$ cat config.mk
export PLATFORM = sky130hd
export DESIGN_NAME = bus_requester_flat
export DESIGN_NICKNAME = d
export VERILOG_FILES = /design/src/rtl/bus_requester_if.sv /design/src/rtl/bus_requester.sv /design/src/flat_wrapper.sv
export SDC_FILE = /design/constraint.sdc
export NUM_CORES = 1
export LEC_CHECK = 0
export BUFFER_PORTS_ARGS = -buffer_cell sky130_fd_sc_hd__buf_2
export CORE_UTILIZATION = 52
export CTS_CLUSTER_DIAMETER = 150
export DETAILED_ROUTE_END_ITERATION = 7
export PLACE_DENSITY = 0.82
export SKIP_CTS_REPAIR_TIMING = 1
export SLEW_MARGIN = 20
export SYNTH_ARGS = -nofsm -noshare
export SYNTH_HDL_FRONTEND = slang
export SYNTH_SLANG_ARGS = --single-unit
export TNS_END_PERCENT = 100
$ cat constraint.sdc
create_clock -name clk -period 4.15 [get_ports clk]
set_input_delay 0.415 -clock clk [delete_from_list [all_inputs] [get_ports clk]]
set_output_delay 0.415 -clock clk [all_outputs]
set_load 0.02 [all_outputs]
$ cat src/rtl/bus_requester_if.sv
// Handshake, data and arbitration signals of bus_requester, bundled so the
// requester (master) and its surrounding logic (slave) share one connection.
interface bus_requester_if #(
    parameter int unsigned DW = 8,
    parameter int unsigned LW = 4
);
    logic          cmd_valid;
    logic [LW-1:0] cmd_len;
    logic          cmd_ready;
    logic          src_valid;
    logic [DW-1:0] src_data;
    logic          src_ready;
    logic          rq;
    logic          gt;
    logic          bus_valid;
    logic [DW-1:0] bus_data;
    logic          done;
    logic          err;
    logic          busy;

    modport master (
        input  cmd_valid, cmd_len, src_valid, src_data, gt,
        output cmd_ready, src_ready, rq, bus_valid, bus_data, done, err, busy
    );

    modport slave (
        output cmd_valid, cmd_len, src_valid, src_data, gt,
        input  cmd_ready, src_ready, rq, bus_valid, bus_data, done, err, busy
    );
endinterface

$ cat src/rtl/bus_requester.sv
// Burst requester: takes a local burst command, requests the shared bus from
// an arbiter, streams local beats while granted and releases the bus cleanly.
module bus_requester #(
    parameter int unsigned DW  = 8,
    parameter int unsigned LW  = 4,
    parameter int unsigned TMO = 16
) (
    input  logic            clk,
    input  logic            rst_n,
    bus_requester_if.master bus
);
    localparam int unsigned   WW        = (TMO > 1) ? $clog2(TMO) : 1;
    localparam logic [WW-1:0] WAIT_LAST = WW'(TMO - 1);

    typedef enum logic [1:0] {
        IDLE,
        REQ,
        XFER,
        REL
    } state_e;

    state_e        state_q, state_d;
    logic [LW-1:0] beat_q, beat_d;
    logic [WW-1:0] wait_q, wait_d;
    logic          rq_q;
    logic          done_q, done_d;
    logic          err_q, err_d;
    logic          beat;

    assign beat = (state_q == XFER) && bus.gt && bus.src_valid;

    always_comb begin
        state_d = state_q;
        beat_d  = beat_q;
        wait_d  = wait_q;
        done_d  = 1'b0;
        err_d   = 1'b0;
        case (state_q)
            IDLE: begin
                if (bus.cmd_valid) begin
                    if (bus.cmd_len != '0) begin
                        beat_d  = bus.cmd_len;
                        wait_d  = '0;
                        state_d = REQ;
                    end else begin
                        done_d = 1'b1;
                    end
                end
            end
            REQ: begin
                // A grant on the last allowed wait cycle still wins over the timeout.
                if (bus.gt) begin
                    state_d = XFER;
                end else if (wait_q == WAIT_LAST) begin
                    err_d   = 1'b1;
                    state_d = REL;
                end else begin
                    wait_d = wait_q + WW'(1);
                end
            end
            XFER: begin
                if (!bus.gt) begin
                    err_d   = 1'b1;
                    state_d = REL;
                end else if (bus.src_valid && beat_q != '0) begin
                    beat_d = beat_q - LW'(1);
                    if (beat_q == LW'(1)) begin
                        done_d  = 1'b1;
                        state_d = REL;
                    end
                end
            end
            REL: begin
                if (!bus.gt) begin
                    state_d = IDLE;
                end
            end
            default: state_d = IDLE;
        endcase
    end

    // rq is a flop fed from the next state so it can never glitch.
    always_ff @(posedge clk or negedge rst_n) begin
        if (!rst_n) begin
            state_q <= IDLE;
            beat_q  <= '0;
            wait_q  <= '0;
            rq_q    <= 1'b0;
            done_q  <= 1'b0;
            err_q   <= 1'b0;
        end else begin
            state_q <= state_d;
            beat_q  <= beat_d;
            wait_q  <= wait_d;
            rq_q    <= (state_d == REQ) || (state_d == XFER);
            done_q  <= done_d;
            err_q   <= err_d;
        end
    end

    assign bus.rq        = rq_q;
    assign bus.cmd_ready = (state_q == IDLE);
    assign bus.busy      = (state_q != IDLE);
    assign bus.bus_valid = beat;
    assign bus.src_ready = beat;
    assign bus.bus_data  = beat ? bus.src_data : {DW{1'b0}};
    assign bus.done      = done_q;
    assign bus.err       = err_q;

    a_done_err_excl : assert property (@(posedge clk) disable iff (!rst_n)
        !(done_q && err_q));
    a_xfer_cnt_live : assert property (@(posedge clk) disable iff (!rst_n)
        (state_q == XFER) |-> (beat_q != '0));
endmodule

$ cat src/flat_wrapper.sv
// flat-port wrapper written by rule: the top's interface ports become plain ports
module bus_requester_flat 
#(
    parameter int unsigned DW  = 8,
    parameter int unsigned LW  = 4,
    parameter int unsigned TMO = 16
)
  (clk, rst_n, bus_cmd_valid, bus_cmd_len, bus_src_valid, bus_src_data, bus_gt, bus_cmd_ready, bus_src_ready, bus_rq, bus_bus_valid, bus_bus_data, bus_done, bus_err, bus_busy);
  bus_requester_if #(.DW(DW), .LW(LW)) bus_i ();
  input  logic clk;
  input  logic rst_n;
  input wire logic [$bits(bus_i.cmd_valid)-1:0] bus_cmd_valid;
  input wire logic [$bits(bus_i.cmd_len)-1:0] bus_cmd_len;
  input wire logic [$bits(bus_i.src_valid)-1:0] bus_src_valid;
  input wire logic [$bits(bus_i.src_data)-1:0] bus_src_data;
  input wire logic [$bits(bus_i.gt)-1:0] bus_gt;
  output wire logic [$bits(bus_i.cmd_ready)-1:0] bus_cmd_ready;
  output wire logic [$bits(bus_i.src_ready)-1:0] bus_src_ready;
  output wire logic [$bits(bus_i.rq)-1:0] bus_rq;
  output wire logic [$bits(bus_i.bus_valid)-1:0] bus_bus_valid;
  output wire logic [$bits(bus_i.bus_data)-1:0] bus_bus_data;
  output wire logic [$bits(bus_i.done)-1:0] bus_done;
  output wire logic [$bits(bus_i.err)-1:0] bus_err;
  output wire logic [$bits(bus_i.busy)-1:0] bus_busy;
  assign bus_i.cmd_valid = bus_cmd_valid;
  assign bus_i.cmd_len = bus_cmd_len;
  assign bus_i.src_valid = bus_src_valid;
  assign bus_i.src_data = bus_src_data;
  assign bus_i.gt = bus_gt;
  assign bus_cmd_ready = bus_i.cmd_ready;
  assign bus_src_ready = bus_i.src_ready;
  assign bus_rq = bus_i.rq;
  assign bus_bus_valid = bus_i.bus_valid;
  assign bus_bus_data = bus_i.bus_data;
  assign bus_done = bus_i.done;
  assign bus_err = bus_i.err;
  assign bus_busy = bus_i.busy;
  bus_requester #(.DW(DW), .LW(LW), .TMO(TMO)) u_core (.clk(clk), .rst_n(rst_n), .bus(bus_i));
endmodule
; ---- Word level (Yosys, flattened, before mapping)
; Cells that the tools add are included.
[op_classes]
addsub = 2
eq_ne = 13
n_mux = 30
reduce_logical = 12
[op_table]
columns = operator, n
row1 = $mux W4, 8
row2 = $mux W2, 8
row3 = $pmux W4 S2, 2
row4 = $ne A2 B2 Y1 const B, 5
row5 = $reduce_and A5 Y1, 2
row6 = $mux W1, 8
row7 = $mux W8, 1
row8 = $pmux W2 S4, 1
row9 = $reduce_bool A4 Y1, 2
row10 = $eq A2 B2 Y1 const B, 3
row11 = $reduce_bool A2 Y1, 3
row12 = $add A4 B1 Y4 const B, 1
row13 = $eq A2 B1 Y1 const B, 2
row14 = $eq A4 B1 Y1 const B, 1
row15 = $eq A4 B4 Y1 const B, 1
row16 = $pmux W1 S2, 2
row17 = $sub A4 B1 Y4 const B, 1
row18 = $logic_and A1 B1 Y1, 3
row19 = $logic_not A2 Y1, 1
row20 = $ne A2 B1 Y1 const B, 1
row21 = $logic_or A1 B1 Y1, 1
[word_totals]
reg_bits = 13
inputBits = 17
out_inout_bits = 15
word_cells = 63

; ---- Depth between registers and ports, before layout
[depth]
ltp_word = 7
ltp_mapped = 7
depth_no_buf = 6

; ---- Least setup slack after synthesis
; OpenSTA, ideal clock, no wires.
[synth_path]
path_type = register to register
start = reg u_core.state_q[1]
end = reg u_core.beat_q[3]
setup_ns = 0.124
arrival_ns = 1.798
required_ns = 4.026
setup_slack_ns = 2.228
stages_incl_launch_ff = 7
n_path_buf = 0
period_less_slack_ns = 1.922
path_cell_list = dfrtp_1 > inv_1 > ha_1 > inv_2 > o22ai_2 > nand2_1 > a211o_1
[synth_via]
elab_chain_len = 3
elab_cells_between_ends = 9
classes_between = eq/ne: 5 / mux: 1 / reduce/logical: 3
[synth_lines]
columns = item, line
row1 = start: declaration, bus_requester.sv:22  ; state_e state_q, state_d;
row2 = start signal: assignment, bus_requester.sv:92  ; state_q <= state_d;
row3 = $logic_not A2 Y1 (*), --
row4 = named net bus_cmd_ready, flat_wrapper.sv:17  ; output wire logic [$bits(bus_i.cmd_ready)-1:0] bus_cmd_ready;
row5 = $ne A2 B1 Y1 (no line) (tied with other cells), --
row6 = $reduce_and A5 Y1 (no line), --
row7 = end signal: assignment, bus_requester.sv:93  ; beat_q <= beat_d;
row8 = end: declaration, bus_requester.sv:23  ; logic [LW-1:0] beat_q, beat_d;
; The timed path passes the listed nets; every way through them passes the cells marked *.
; A chain may end at the register's enable or synchronous reset.

; ---- Worst setup path after layout
[layout_path]
start = reg u_core.state_q[0]
end = out bus_bus_data[5]
[layout_via]
elab_chain_len = 4
[layout_lines]
columns = item, line
row1 = $eq A2 B2 Y1, bus_requester.sv:30  ; assign beat = (state_q == XFER) && bus.gt && bus.src_valid;
row2 = $logic_and A1 B1 Y1 (2 in series), bus_requester.sv:30
row3 = $mux W8, bus_requester.sv:106  ; assign bus.bus_data = beat ? bus.src_data : {DW{1'b0}};
row4 = end: declaration, flat_wrapper.sv:21  ; output wire logic [$bits(bus_i.bus_data)-1:0] bus_bus_data;
; Every way passes these cells.

==> results_dict.tcl <==
set metrics [dict create \
    drt-wirelength-per-cell_um 14.5 \
    ys_seq_area_share_pct 34.7 \
    htree_levels 1 \
    start_util_pct 58.8 \
    grt_usage_pct 25.7 \
    run_status "complete, no violations" \
    met2_usage_pct 46.2 \
    use_met3_pct 2.86 \
    layout-drive-gt1-share_pct 34.1 \
    crit_top_cell "inv_1" \
    syn_nets 123 \
    tightest_slew_ps 387 \
    ys_top_cells_by_area "dfrtp_1, ha_1, and2_1" \
    final_common_cell "buf_2" \
    finalClockSkew_ps 7.09 \
    firstDrtPassIters 4 \
    yosys_warnings 0 \
    crit_chain "inv_1 -> ha_1 -> nand3_1 -> inv_1 -> and2_1 -> buf_2" \
    drt_iter0_markers 21 \
    arrival_ps 2000 \
    period_share_pct 58.3 \
    use_met1_pct 29.7 \
    drv_slew 0 \
    hold_path.class "in2async" \
    antenna_found_initial 0 \
    worst_path_largest_cell_delay_ps 420 \
    crit_buf_inv 3 \
    p_total_uw 685 \
    boundaryPins 32 \
    synth.distinct_cells 43 \
    route.detailed.drc 0 \
    grt_pass1_vias 846 \
    maxSlewHeadroom_pct 74.2 \
    place_area_um2 1090 \
    syn_area_um2 937 \
    rsz0062_at_grt "false" \
    finalWirelength_um 2220 \
    cts_inserted_buffers 3 \
    cts_tree "yes" \
    place_congestion 0.874 \
    setup_viol 0 \
    grt_max_degree 14 \
    max_clock_freq_mhz 413 \
    vdd_drop_max_mv 0.501 \
    path_delay_family "buffers and inverters" \
    p_leak_uw 0.000616 \
    final_cell_mix "buf_2, dfrtp_1, nand2_1, and2_1" \
    yosysTopAreaCell "dfrtp_1" \
    syn2layout_area_growth_pct 19.5 \
    gr-max-usage-layer "met2" \
    p_per_area_nw_per_um2 611 \
    critPathSlowestCell "dfrtp_1" \
    core-area_um2 1590 \
    crit_fanout 12 \
    port_buffers 31 \
    synthDominantCellAreaShare_pct 34.7 \
    num_vias 869 \
    viasPerCell 5.68 \
    synth_seq_cells 13 \
    rows 14 \
    die_x_um 44.5 \
    finalInstanceArea_um2 1120 \
    path_clk_slew_ps 80 \
    gr-total-overflow 0 \
    start_kind "flop" \
    clk_path_buf_depth 2 \
    fin_nets 154 \
    antenna_left 0 \
    period_minus_slack_ps 2420 \
    design.die.area_um2 1980 \
    syn_area_per_cell_um2 9.47 \
    clk_latency_ps 280 \
    path_class "reg2out" \
    synthCells 99 \
    die_h_um 44.5 \
    cts-root-buf "clkbuf_4" \
    required_ps 3730 \
    finalSetupTns_ps 0 \
    n_antenna_cell 0 \
    cap_violations 0 \
    worst_setup_path_end_kind "output pin" \
    cts.sinks 13 \
    dp_hpwl_um 1770 \
    grt_pass1_wl_um 3680 \
    hold_violations 0 \
]
-- metrics by stage --
step | util (%) | std cells | hold WS (ps) | setup WS [ps]
after global routing | 70.3 | 153 | 28.0 | 1550
after global placement | 68.5 | 149 | 316 | 2140
after floorplan | - | 99 | 119 | 2230
final | 70.3 | 153 | 9.52 | 1730
after CTS | 70.3 | 153 | 11.3 | 1740
after detailed placement | 68.5 | 149 | 323 | 2050
-- report_power, final --
part           total (uW)  leakage [uW]  internal, uW  switching (uW)
Clock                78.4     0.0000177          35.7            42.6
Sequential            210      0.000166           171            39.2
Combinational         396      0.000432           160             237
Total                 685      0.000616           366             318
-- worst paths after layout --
| path | from | end | cells after the start | slack, ps |
|---|---|---|---|---|
| worst min-delay path | rst_n | u_core.bus.done$_DFF_PN0_ | 1 | 10 |
| min in group clk | bus_cmd_len[0] | u_core.beat_q[0]$_DFFE_PN0P_ | 3 | 450 |
| worst max register to register | u_core.state_q[0]$_DFF_PN0_ | u_core.beat_q[2]$_DFFE_PN0P_ | 6 | 2050 |
| worst min register to register | u_core.wait_q[1]$_DFFE_PN0P_ | u_core.wait_q[1]$_DFFE_PN0P_ | 2 | 540 |
| max in group asynchronous | rst_n | u_core.state_q[0]$_DFF_PN0_ | 1 | 3900 |
| worst max-delay path | u_core.state_q[0]$_DFF_PN0_ | bus_bus_data[5] | 6 | 1730 |
-- cell usage after synthesis --
cell type	count
a211o_1	1
nor3_1	1
mux2i_1	2
nor2b_1	1
clkbuf_1	3
o22ai_2	2
nand3_1	2
o2111ai_1	2
nor2_1	3
o2111ai_2	1
and3b_1	1
o31ai_1	1
nand4_1	1
a31oi_1	1
or4_2	1
or3_1	2
a221oi_1	1
buf_6	1
nand2b_1	2
o22ai_1	1
nand2_1	9
xor2_1	1
a21o_2	1
or4b_1	1
a21o_1	1
a22oi_1	1
a32oi_1	1
and2_1	8
o221ai_1	1
dfrtp_1	13
buf_4	1
inv_1	7
o41a_1	1
o21ai_0	5
inv_2	1
nand2b_4	1
o311a_1	2
and3_2	1
nor3b_1	1
ha_1	7
and3_1	2
a41o_1	2
or2_2	1
-- worst reg2reg max path: stages (launching register included) --
cell and delay [ps]:
dfrtp_1 420, inv_1 130, ha_1 410, nand3_1 210, o22ai_2 310, nand2_1 180, o311a_1 330
-- layout make-up --
| cell class | instances | area, um^2 |
|---|---|---|
| multi-input combinational | 73 | 552 |
| fill | 134 | 474 |
| sequential | 13 | 325 |
| timing repair buffer | 31 | 155 |
| inverter | 8 | 30.0 |
| tap | 24 | 30.0 |
| clock buffer | 3 | 22.5 |
| clock inverter | 1 | 5.00 |
-- registers in the layout (all words and copies together), names as in the netlist --
name and count:
u_core.beat_q 4, u_core.bus.done 1, u_core.bus.err 1, u_core.bus.rq 1
u_core.state_q 2, u_core.wait_q 4
-- cell families (layout without fill, tap and decap cells) --
group	Yosys count	in the layout	share of synthesized area, %
AND/OR/NAND/NOR	38	38	23.8
XOR/XNOR	1	1	0.935
AO/OA/AOI/OAI	25	25	22.7
flip-flops	13	13	34.7
adder cells (fa/ha/maj)	7	7	9.35
multiplexers	2	2	2.14
buffers and inverters	13	43	6.41
-- metal layers --
layer | part of all wire, % | up-vias
met1 | 44 | 420
met4 | 0.86 | 0
met2 | 52 | 24
met5 | 0 | -
met3 | 3.6 | 2
li1 | - | 423
Power figures use the tool's default switching activity.
